==> src/rtl/osu_gen_data_mc.sv <==
// rtl/osu_gen_data_mc.sv - multi-channel framed OSU test-traffic generator
module osu_gen_data_mc #(
    parameter int BYTES_PER_BEAT = 48,
    parameter int BEATS_PER_OSU  = 4,
    parameter int HDR_BYTES      = 7,
    parameter int NUM_CH         = 4,
    localparam int CH_W = (NUM_CH > 1) ? $clog2(NUM_CH) : 1
) (
    input  logic                        clk,
    input  logic                        rst,
    input  logic                        enable,
    input  logic [NUM_CH-1:0]           ch_enable,
    input  logic                        out_ready,
    output logic                        out_valid,
    output logic [8*BYTES_PER_BEAT-1:0] out_data,
    output logic                        out_sof,
    output logic                        out_eof,
    output logic [CH_W-1:0]             out_ch,
    output logic [15:0]                 osu_done_cnt
);

    localparam int DW   = 8 * BYTES_PER_BEAT;
    localparam int BI_W = (BEATS_PER_OSU > 1) ? $clog2(BEATS_PER_OSU) : 1;
    localparam logic [7:0]      HDR_ADV   = 8'(BYTES_PER_BEAT - HDR_BYTES);
    localparam logic [7:0]      BEAT_ADV  = 8'(BYTES_PER_BEAT);
    localparam logic [BI_W-1:0] LAST_BEAT = BI_W'(BEATS_PER_OSU - 1);

    logic [7:0]      r_cnt [NUM_CH];
    logic [15:0]     r_seq [NUM_CH];
    logic [BI_W-1:0] r_beat_idx;
    logic [CH_W-1:0] r_cur_ch;
    logic [CH_W-1:0] r_last_ch;
    logic            r_valid;
    logic            r_sof;
    logic            r_eof;
    logic [DW-1:0]   r_data;
    logic [CH_W-1:0] r_ch;
    logic [15:0]     r_done;

    logic            w_accept;
    logic            w_load;
    logic            w_ld_sof;
    logic            w_any_en;
    logic [CH_W-1:0] w_arb_ch;
    logic [CH_W-1:0] w_ld_ch;
    logic            w_byp;
    logic [7:0]      w_base_cnt;
    logic [15:0]     w_base_seq;
    logic [DW-1:0]   w_data;
    int              w_arb_idx;

    assign w_accept = r_valid & out_ready;
    assign w_ld_sof = (r_beat_idx == '0);
    assign w_ld_ch  = w_ld_sof ? w_arb_ch : r_cur_ch;
    assign w_load   = enable & (~r_valid | out_ready) & (~w_ld_sof | w_any_en);

    // Descending scan so the nearest enabled channel after last-served wins.
    always_comb begin
        w_arb_ch  = '0;
        w_any_en  = 1'b0;
        w_arb_idx = 0;
        for (int i = NUM_CH; i >= 1; i--) begin
            w_arb_idx = (int'(r_last_ch) + i) % NUM_CH;
            if (ch_enable[CH_W'(w_arb_idx)]) begin
                w_arb_ch = CH_W'(w_arb_idx);
                w_any_en = 1'b1;
            end
        end
    end

    // Counters advance only on acceptance, so a beat loaded on the same edge
    // must see the advance of the beat leaving the output register.
    assign w_byp      = w_accept & (r_ch == w_ld_ch);
    assign w_base_cnt = r_cnt[w_ld_ch] + (w_byp ? (r_sof ? HDR_ADV : BEAT_ADV) : 8'd0);
    assign w_base_seq = r_seq[w_ld_ch] + ((w_byp && r_eof) ? 16'd1 : 16'd0);

    always_comb begin
        w_data = '0;
        for (int k = 0; k < BYTES_PER_BEAT; k++) begin
            if (w_ld_sof && k < HDR_BYTES) begin
                case (k)
                    0:       w_data[DW-1-8*k -: 8] = 8'hA5;
                    1:       w_data[DW-1-8*k -: 8] = 8'(w_ld_ch);
                    2:       w_data[DW-1-8*k -: 8] = w_base_seq[15:8];
                    3:       w_data[DW-1-8*k -: 8] = w_base_seq[7:0];
                    default: w_data[DW-1-8*k -: 8] = 8'h00;
                endcase
            end else begin
                w_data[DW-1-8*k -: 8] = w_base_cnt + 8'(k - (w_ld_sof ? HDR_BYTES : 0));
            end
        end
    end

    always_ff @(posedge clk) begin
        if (rst) begin
            for (int c = 0; c < NUM_CH; c++) begin
                r_cnt[c] <= 8'd0;
                r_seq[c] <= 16'd0;
            end
            r_beat_idx <= '0;
            r_cur_ch   <= '0;
            r_last_ch  <= CH_W'(NUM_CH - 1);
            r_valid    <= 1'b0;
            r_sof      <= 1'b0;
            r_eof      <= 1'b0;
            r_data     <= '0;
            r_ch       <= '0;
            r_done     <= 16'd0;
        end else begin
            if (w_accept) begin
                r_cnt[r_ch] <= r_cnt[r_ch] + (r_sof ? HDR_ADV : BEAT_ADV);
                if (r_sof) begin
                    r_last_ch <= r_ch;
                end
                if (r_eof) begin
                    r_seq[r_ch] <= r_seq[r_ch] + 16'd1;
                    r_done      <= r_done + 16'd1;
                end
            end
            if (w_load) begin
                r_valid    <= 1'b1;
                r_data     <= w_data;
                r_sof      <= w_ld_sof;
                r_eof      <= (r_beat_idx == LAST_BEAT);
                r_ch       <= w_ld_ch;
                r_cur_ch   <= w_ld_ch;
                r_beat_idx <= (r_beat_idx == LAST_BEAT) ? '0 : r_beat_idx + 1'b1;
            end else if (w_accept) begin
                r_valid <= 1'b0;
            end
        end
    end

    assign out_valid    = r_valid;
    assign out_data     = r_data;
    assign out_sof      = r_sof;
    assign out_eof      = r_eof;
    assign out_ch       = r_ch;
    assign osu_done_cnt = r_done;

endmodule
==> config.mk <==
export PLATFORM = sky130hd
export DESIGN_NAME = osu_gen_data_mc
export DESIGN_NICKNAME = d
export VERILOG_FILES = /design/src/rtl/osu_gen_data_mc.sv
export SDC_FILE = /design/constraint.sdc
export NUM_CORES = 1
export LEC_CHECK = 0
export CAP_MARGIN = 20
export CORE_UTILIZATION = 53
export CTS_BUF_LIST = sky130_fd_sc_hd__clkbuf_4 sky130_fd_sc_hd__clkbuf_8 sky130_fd_sc_hd__clkbuf_16
export CTS_CLUSTER_SIZE = 30
export DETAILED_ROUTE_END_ITERATION = 12
export HOLD_SLACK_MARGIN = 0.1
export PLACE_DENSITY = 0.82
export SYNTH_ARGS = -nofsm -noshare
export SYNTH_HDL_FRONTEND = slang
export SYNTH_SLANG_ARGS = --single-unit
==> constraint.sdc <==
create_clock -name clk -period 9.52 [get_ports clk]
set_input_delay 1.904 -clock clk [delete_from_list [all_inputs] [get_ports clk]]
set_output_delay 1.904 -clock clk [all_outputs]
set_load 0.05 [all_outputs]
---- After elaboration in Yosys (flattened, before gate mapping) ----
Memory sizes are Yosys's and may differ from the RTL's. A register that Yosys moved wholly into a read port is not among the register bits.
Index checks and enable logic that the tools add are counted.
operators by class
  muxes and demuxes ....................... 54
  reduce and logical (&&, ||, !) cells .... 7
  add/subtract/negate cells ............... 106
  bitwise gates (word level) .............. 8
  order comparisons ....................... 4
  equality and inequality tests ........... 2
operator list
  operator                 number
  $add A8 B8 Y8            49
  $sub A6 B8 Y8 const A    16
  $sub A7 B8 Y8 const A    15
  $mux W8                  9
  $sub A5 B8 Y8 const A    8
  $add A16 B1 Y16 const B  2
  $sub A4 B8 Y8 const A    4
  $mux W1                  26
  $mux W2                  12
  $add A16 B1 Y16          1
  $lt A2 B4 Y1 const B     4
  $mux W16                 1
  $reduce_or A16 Y1        1
  $sub A3 B8 Y8 const A    2
  $add A8 B6 Y8            1
  $bmux W1 S2              4
  $reduce_or A8 Y1         1
  $sub A1 B8 Y8 const A    1
  $sub A2 B8 Y8 const A    1
  $sub A6 B3 Y7 const A    1
  $add A2 B1 Y2 const B    3
  $mux W5                  1
  $add A2 B2 Y2 const B    2
  $and A1 B1 Y1            4
  other kinds (9)          12
storage, ports and cells
  flip-flop bits (word level) ............. 409
  memories ................................ 2
  RAM bits ................................ 96
  output and inout port bits .............. 405
memories
  name   depth  width  read ports  clocked after memory_dff  wr ports  line  source
  r_seq  4      16     2           1                         4         29    logic [15:0] r_seq [NUM_CH];
  r_cnt  4      8      2           1                         4         28    logic [7:0] r_cnt [NUM_CH];

---- Depth between registers and ports, before layout ----
Gate-level depths: netlist (run 1).
  depth after elaboration ................. 15
  depth in mapped cells ................... 28
  depth with buffers taken out ............ 24

---- Worst setup path before layout (run 1) ----
No wires, ideal clock.
  path kind ............................... input-to-reg
  start point ............................. in ch_enable[0]
  end point ............................... reg r_data[367], in the netlist out_data[367]
  stages on the path ...................... 26
  required time ........................... 9.387 ns
  setup time .............................. 0.133 ns
  arrival time ............................ 7.096 ns
  path slack .............................. 2.292 ns
  path through ............................ o211ai_1 -> o211ai_1 -> a21oi_1 -> buf_2 -> buf_1 -> clkbuf_1 -> nand2_1 -> and3_1 -> a31oi_1 -> ha_1 -> ha_1 -> nand3_1 -> a311o_1 -> nand4_1 -> a21oi_1 -> nor2_2 -> clkbuf_1 -> ha_1 -> clkbuf_1 -> inv_2 -> a21o_1 -> clkbuf_1 -> nor2_1 -> and3_1 -> mux2i_1 -> a31oi_1
on the way
  cells in the longest elaborated chain, start to end .. 14
  elaborated cells between the ends (all ways) .. 34
RTL lines
  item                                                     line    source
  start, declared                                          12      input logic [NUM_CH-1:0] ch_enable,
  $bmux W1 S2                                              64      if (ch_enable[CH_W'(w_arb_idx)]) begin
  $mux W1 (implied by the code) (2 in a row)               64
  $mux W2 (4 in a row)                                     64
  $mux W2                                                  54      assign w_ld_ch = w_ld_sof ? w_arb_ch : r_cur_ch;
  $eq A2 B2 Y1                                             73      assign w_byp = w_accept & (r_ch == w_ld_ch);
  $and A1 B1 Y1                                            73
  $mux W8 / $logic_and A1 B1 Y1 (equally long branches)    74, 75
  $add A8 B8 Y8 / $mux W1 (equally long branches)          74, 75
  $add A8 B8 Y8 / $add A16 B1 Y16 (equally long branches)  89, 75
  $mux W8                                                  80      if (w_ld_sof && k < HDR_BYTES) begin
  end signal, assigned                                     122     r_data <= w_data;
  end, declared                                            36      logic [DW-1:0] r_data;
Parallel ways exist; a longest one is shown, timed or not. The select of a mux whose other input is x is not followed.
A chain may end at the register's enable or synchronous reset.

---- Worst setup path after layout (run 1) ----
  start point ............................. in ch_enable[1]
  end point ............................... reg r_data[255], in the netlist out_data[255]
on the way
  cells in the longest elaborated chain, start to end .. 13
  elaborated cells between the ends (all ways) .. 29
RTL lines
  item                                        line  source
  $bmux W1 S2                                 64
  $mux W1 (implied by the code) (2 in a row)  64
  $mux W2 (4 in a row)                        64
  $mux W2                                     54
  $eq A2 B2 Y1                                73
  $and A1 B1 Y1                               73
  $mux W8                                     74    assign w_base_cnt = r_cnt[w_ld_ch] + (w_byp ? (r_sof ? HDR_ADV : BEAT_ADV) : 8'd0);
  $add A8 B8 Y8                               74
  $add A8 B8 Y8                               89    w_data[DW-1-8*k -: 8] = w_base_cnt + 8'(k - (w_ld_sof ? HDR_BYTES : 0));
Parallel ways exist; a longest one is shown, timed or not. The select of a mux whose other input is x is not followed.

==> impl_metrics.csv, run 1 <==
group,metric,value,unit
timing,slew_headroom,0.2903,
critical_path,cp_num_buf_inv,4,
layout,antennaDiodeCount,0,
synthesis,synth_edf_count,96,
placed_design,place_inst,2989,
timing,hold_violations,0,
synthesis,synth_nets,2410,
clock_network,holdBufCountCts,0,
layout,most-common-layout-cells,"clkdlybuf4s50_1, nor2_1, dfxtp_1",
timing,max_freq,0.1280,GHz
synthesis,synth-compound-area-share,0.1542,
synthesis,netlist_instances,2341,
timing,whs,0.4487,ns
timing,slew_violations,0,
critical_path,start_kind,"input port",
pwr,ir_worst_vdd,0.1721,mV
routing,drc_errors,0,
clock_network,htreeDepth,2,
pwr,p_leak,9.301,nW
synthesis,synthMuxAreaShare,0.04728,
critical_path,crit_path_end_kind,"flip-flop",
routing,routed_wl,67080,um
synthesis,ys_top_cells_by_area,"dfxtp_1, edfxtp_1, xnor2_1",
timing,setup_viol,0,
global_route,antenna_found_initial,0,
layout,fin_nets,2590,
synthesis,synthFlopType,"dfxtp_1",
floorplan,start_util,0.5391,
placed_design,port_buffers,412,
routing,firstDrtPassIters,5,
layout,mostFrequentLayoutCell,"clkdlybuf4s50_1",
timing,skew,0.01219,ns
layout,stdcell_count,3060,
pwr,p_per_area,322.6,nW/um2
timing,setup_tns,0,ns
routing,drtIter0Drc,1953,
clock_network,worstSkewPairLatency,0.53,ns
floorplan,core-area,37760,um2
synthesis,synth.cell_area,20350,um2
layout,fillers,3096,
synthesis,yosysTopAreaCellShare,0.2646,
critical_path,crit_path_max_incr_delay,0.74,ns
clock_network,cts.path.max_buffers,3,
clock_network,cts_resized,0,
clock_network,cts-buffers-inserted,40,
placed_design,place_ws,1.416,ns
synthesis,ys_ff_latch,365,
global_route,grt_max_degree,124,
synthesis,synth_fa_ha_area_frac,0.04008,
synthesis,syn_area_per_cell,8.694,um2
global_route,grt_pass1_wl,100600,um
min_path,min_path_type,"reg -> reg",
critical_path,slowest_stage,"ha_1",
layout,final_area,24990,um2
run_status,outcome,"finished clean",
timing,tightest_slew,1.061,ns
layout,layout-drive-gt1-share,0.06277,
clock_network,cts_post_setup_buffers_inserted,0,
routing,vias_per_cell,5.945,
floorplan,die_area,39190,um2
clock_network,cts-root-buf,"clkbuf_16",
timing,finalCritPeriodShare,0.8203,
layout,syn_to_final_growth,22.78,%
layout,multiInputGateArea,10140,um2
synthesis,synth_xor_xnor_area_share,0.08871,
critical_path,crit_arrival,8.20,ns
global_route,overflow,0,
timing,final.min_clock_period,7.810,ns
synthesis,yosysSeqAreaShare,0.4062,
floorplan,die_y,198.0,um
synthesis,yosysTopAreaCell,"dfxtp_1",
critical_path,crit_type,"in -> reg",
clock_network,clock_sink_count,365,
routing,vias,18190,
floorplan,rows,71,
critical_path,critPathMaxFanout,22,
critical_path,crit_path_cell_trace,"clkdlybuf4s50_1, nand2b_1, a211o_1, o21ai_2, nand2_1, and3_1, a31oi_1, ha_1, ha_1, nand2_1, a311oi_1, nor4_1, nor2_1, buf_4, inv_1, ha_1, inv_1, a21oi_1, nand3b_1, xnor2_1, o21ai_0",
layout,seq_area,8269,um2
run,maxCapViolCount,0,
routing,ant_nets,0,
synthesis,ys_warn_count,0,
clock_network,path_clk_slew,0.06,ns
timing,rsz0062_at_grt,"no",
layout,final_core_util,0.6619,
critical_path,path_common_cell,"ha_1",
routing,wl_per_cell,21.92,um
synthesis,async_flop_share,0,
placed_design,placed_area,23670,um2
synthesis,yosysUniqueCellTypes,74,
synthesis,yosys.area_share.simple,0.1656,
clock_network,cts_tree,"built",
critical_path,worst_ep_required_time,9.91,ns
global_route,grt_use_total,0.3344,
synthesis,synth_top_family_by_area,"simple AND/OR/NAND/NOR gates",
placed_design,dp_hpwl,48020,um
global_route,grt_pass1_vias,16830,
timing,finalWorstSetupSlack,1.710,ns
placed_design,gp_congestion,0.9597,
pwr,power.total,8.061,mW
critical_path,path_delay_family,"compound AO/OA/AOI/OAI gates",
floorplan,die_x,198.0,um
floorplan,pin_count,413,
## tightest hold or removal path: cells and delay by family, from the launching register on
family / cells / cell delay (ns)
flops: 1 / 0.30
simple gates: 1 / 0.05
compound gates: 1 / 0.05
## layer usage
| layer | vias up | share of wire | global-route usage |
|---|---|---|---|
| met4 | 0 | 0.051 | 0.1611 |
| met3 | 222 | 0.088 | 0.05161 |
| li1 | 8272 | - | - |
| met5 | - | 0 | 0 |
| met1 | 8671 | 0.39 | 0.4280 |
| met2 | 1027 | 0.47 | 0.5518 |
## report_power, final
part           internal (mW)  total [mW]  switching (mW)
logic                   1.44        4.47            3.03
clock network          0.907        1.54           0.628
registers               1.84        2.06           0.220
## registers in the layout, summed over array words and instances, names as in the netlist, named ones only
register      cells
osu_done_cnt     16
out_ch            2
out_data        242
out_eof           1
out_sof           1
out_valid         1
r_beat_idx        2
r_cnt            32
r_last_ch         2
r_seq            64
## final cells by class
type,count,area share
multi-input combinational,1598,0.4057
sequential,365,0.3309
timing repair buffer,442,0.1749
clock buffer,57,0.04832
tap,511,0.02559
inverter,74,0.01112
clock inverter,13,0.003505
## Yosys cell counts, types with 32 or more instances
cell,count
inv_1,70
a211oi_1,80
o21ai_0,92
a21oi_1,167
clkbuf_1,130
mux2i_1,32
xnor2_1,156
nand3_1,56
buf_4,142
ha_1,54
nor2_1,302
edfxtp_1,96
dfxtp_1,269
nor3_1,43
nand2_1,251
xor2_1,47
## logic make-up (layout without fill, tap and decap cells)
family	Yosys count	in the layout
XOR/XNOR	204	204
AO/OA/AOI/OAI	494	494
flip-flops	365	365
buffers and inverters	378	586
AND/OR/NAND/NOR	774	774
multiplexers	65	65
adder cells (fa/ha/maj)	61	61
## final timing paths
path / start / end / slack (ns) / cells past startpoint
max reg2reg: r_beat_idx[0]$_SDFFE_PP0P_ / out_data[255]$_SDFFE_PP0P_ / 2.97 / 22
min: out_data[3]$_SDFFE_PP0P_ / out_data[3]$_SDFFE_PP0P_ / 0.45 / 2
min reg2reg: out_data[3]$_SDFFE_PP0P_ / out_data[3]$_SDFFE_PP0P_ / 0.45 / 2
max: ch_enable[1] / out_data[255]$_SDFFE_PP0P_ / 1.71 / 21
(Power assumes the default switching activity.)
==> inputs of run 2 (changes only) <==
CORE_UTILIZATION = 47   (was 53)
PLACE_DENSITY = 0.77   (was 0.82)
clock period = 7.13 ns   (was 9.52 ns; I/O delays follow)
==> impl_metrics.csv, run 2 (same netlist as run 1, synthesis figures left out) <==
group,metric,value,unit
global_route,overflow,0,
timing,slew_violations,0,
layout,fillers,3649,
clock_network,htreeDepth,2,
placed_design,place_inst,3092,
routing,firstDrtPassIters,7,
placed_design,placed_area,24050,um2
pwr,p_per_area,436.5,nW/um2
clock_network,cts_resized,0,
timing,hold_violations,0,
floorplan,core-area,42320,um2
routing,vias_per_cell,5.696,
clock_network,cts-root-buf,"clkbuf_16",
global_route,grt_pass1_wl,101400,um
timing,tightest_slew,1.077,ns
layout,largest_reg_flops,242,
critical_path,reg2reg_setup_slack,1.27,ns
global_route,grt_max_degree,225,
floorplan,pin_count,413,
min_path,min_path_type,"reg -> reg",
layout,final_area,25520,um2
layout,most-common-layout-cells,"clkdlybuf4s50_1, nor2_1, dfxtp_1",
timing,skew,0.02658,ns
run,maxCapViolCount,0,
critical_path,startpoint,"ch_enable[1]",
layout,syn_to_final_growth,25.40,%
routing,drtIter0Drc,2160,
min_path,whs_path_depth,2,
run_status,outcome,"finished clean",
layout,stdcell_count,3166,
critical_path,critPathCapture,"out_data[357]$_SDFFE_PP0P_",
routing,vias,18040,
global_route,grt_pass1_vias,16780,
layout,mostFrequentLayoutCell,"clkdlybuf4s50_1",
timing,max_freq,0.1543,GHz
critical_path,crit_arrival,6.91,ns
placed_design,gp_congestion,0.9754,
global_route,grt_use_total,0.2981,
layout,final_core_util,0.6030,
timing,finalCritPeriodShare,0.9089,
critical_path,crit_type,"in -> reg",
critical_path,critPathMaxFanout,10,
clock_network,clock_sink_count,365,
routing,drc_errors,0,
floorplan,start_util,0.4809,
clock_network,cts_post_setup_buffers_inserted,0,
timing,rsz0062_at_grt,"no",
floorplan,die_x,210.1,um
floorplan,die_area,44140,um2
clock_network,cts.path.max_buffers,3,
routing,ant_nets,0,
timing,setup_tns,0,ns
timing,setup_viol,0,
clock_network,cts-buffers-inserted,41,
timing,finalWorstSetupSlack,0.6498,ns
critical_path,regToRegStartpoint,"r_beat_idx[0]$_SDFFE_PP0P_",
pwr,p_leak,9.536,nW
routing,routed_wl,67890,um
floorplan,rows,75,
placed_design,dp_hpwl,49120,um
clock_network,path_clk_slew,0.06,ns
placed_design,place_ws,0.1119,ns
timing,slew_headroom,0.2819,
placed_design,port_buffers,412,
critical_path,worst_ep_required_time,7.56,ns
critical_path,crit_path_end_kind,"flip-flop",
layout,antennaDiodeCount,0,
global_route,antenna_found_initial,0,
layout,fin_nets,2627,
critical_path,start_kind,"input port",
timing,final.min_clock_period,6.480,ns
pwr,power.total,11.14,mW
timing,whs,0.4496,ns
layout,layout-drive-gt1-share,0.07764,
critical_path,rr_worst_depth,22,
clock_network,holdBufCountCts,0,
clock_network,worstSkewPairLatency,0.58,ns
clock_network,cts_tree,"built",
floorplan,die_y,210.1,um
routing,wl_per_cell,21.44,um
pwr,ir_worst_vdd,0.2247,mV
critical_path,rr_endpoint,"out_data[357]$_SDFFE_PP0P_",
run 2: cell count changes in the layout (fill, tap and decap cells not counted), sizes merged:
cell / change
buf: +36
clkinv: -4
bufinv: +3
clkinvlp: +3
clkbuf: +1
inv: +1
run 2: how the worst min path moves through the flow:
stage,end,startpoint
after floorplan,r_beat_idx[1]$_SDFFE_PP0P_,r_beat_idx[1]$_SDFFE_PP0P_
after global placement,out_data[362]$_SDFFE_PP0P_,out_data[362]$_SDFFE_PP0P_
after detailed placement,out_data[362]$_SDFFE_PP0P_,out_data[362]$_SDFFE_PP0P_
after CTS,out_data[229]$_SDFFE_PP0P_,out_data[229]$_SDFFE_PP0P_
after global routing,out_data[362]$_SDFFE_PP0P_,out_data[362]$_SDFFE_PP0P_
final,out_data[229]$_SDFFE_PP0P_,out_data[229]$_SDFFE_PP0P_
run 2: cell type report:
| cell class | count | area [um2] | share of cell area |
|---|---|---|---|
| Clock buffer | 58 | 1261 | 0.04942 |
| Clock inverter | 16 | 207.7 | 0.008138 |
| Inverter | 74 | 277.8 | 0.01088 |
| Multi-Input combinational cell | 1598 | 10140 | 0.3972 |
| Sequential cell | 365 | 8269 | 0.3240 |
| Tap cell | 577 | 721.9 | 0.02829 |
| Timing Repair Buffer | 478 | 4646 | 0.1820 |
run 2: critical path, cell delays in order:
cell	delay [ns]
clkdlybuf4s50_1	0.54
nand2b_1	0.16
a211o_1	0.42
nor2_2	0.45
o21ai_0	0.14
a221o_1	0.36
nor2_1	0.16
ha_1	0.23
ha_1	0.22
ha_1	0.34
inv_1	0.14
fa_1	0.62
ha_1	0.28
or2_2	0.32
a21o_1	0.21
a21oi_1	0.26
xnor2_1	0.27
nand2_1	0.11
o211ai_1	0.13
a21oi_1	0.09
run 2: report_power, final:
| part | switching, mW | internal (mW) | total [mW] |
|---|---|---|---|
| clock | 0.897 | 1.39 | 2.28 |
| sequential | 0.280 | 2.45 | 2.73 |
| combinational | 4.08 | 2.04 | 6.13 |
| total | 5.26 | 5.88 | 11.1 |
run 2: per-layer routing:
layer,track usage,part of all wire,up-vias
met1,0.3855,0.41,8662
met5,0,0,-
li1,-,-,8368
met4,0.1045,0.033,0
met3,0.05423,0.077,137
met2,0.4991,0.48,868
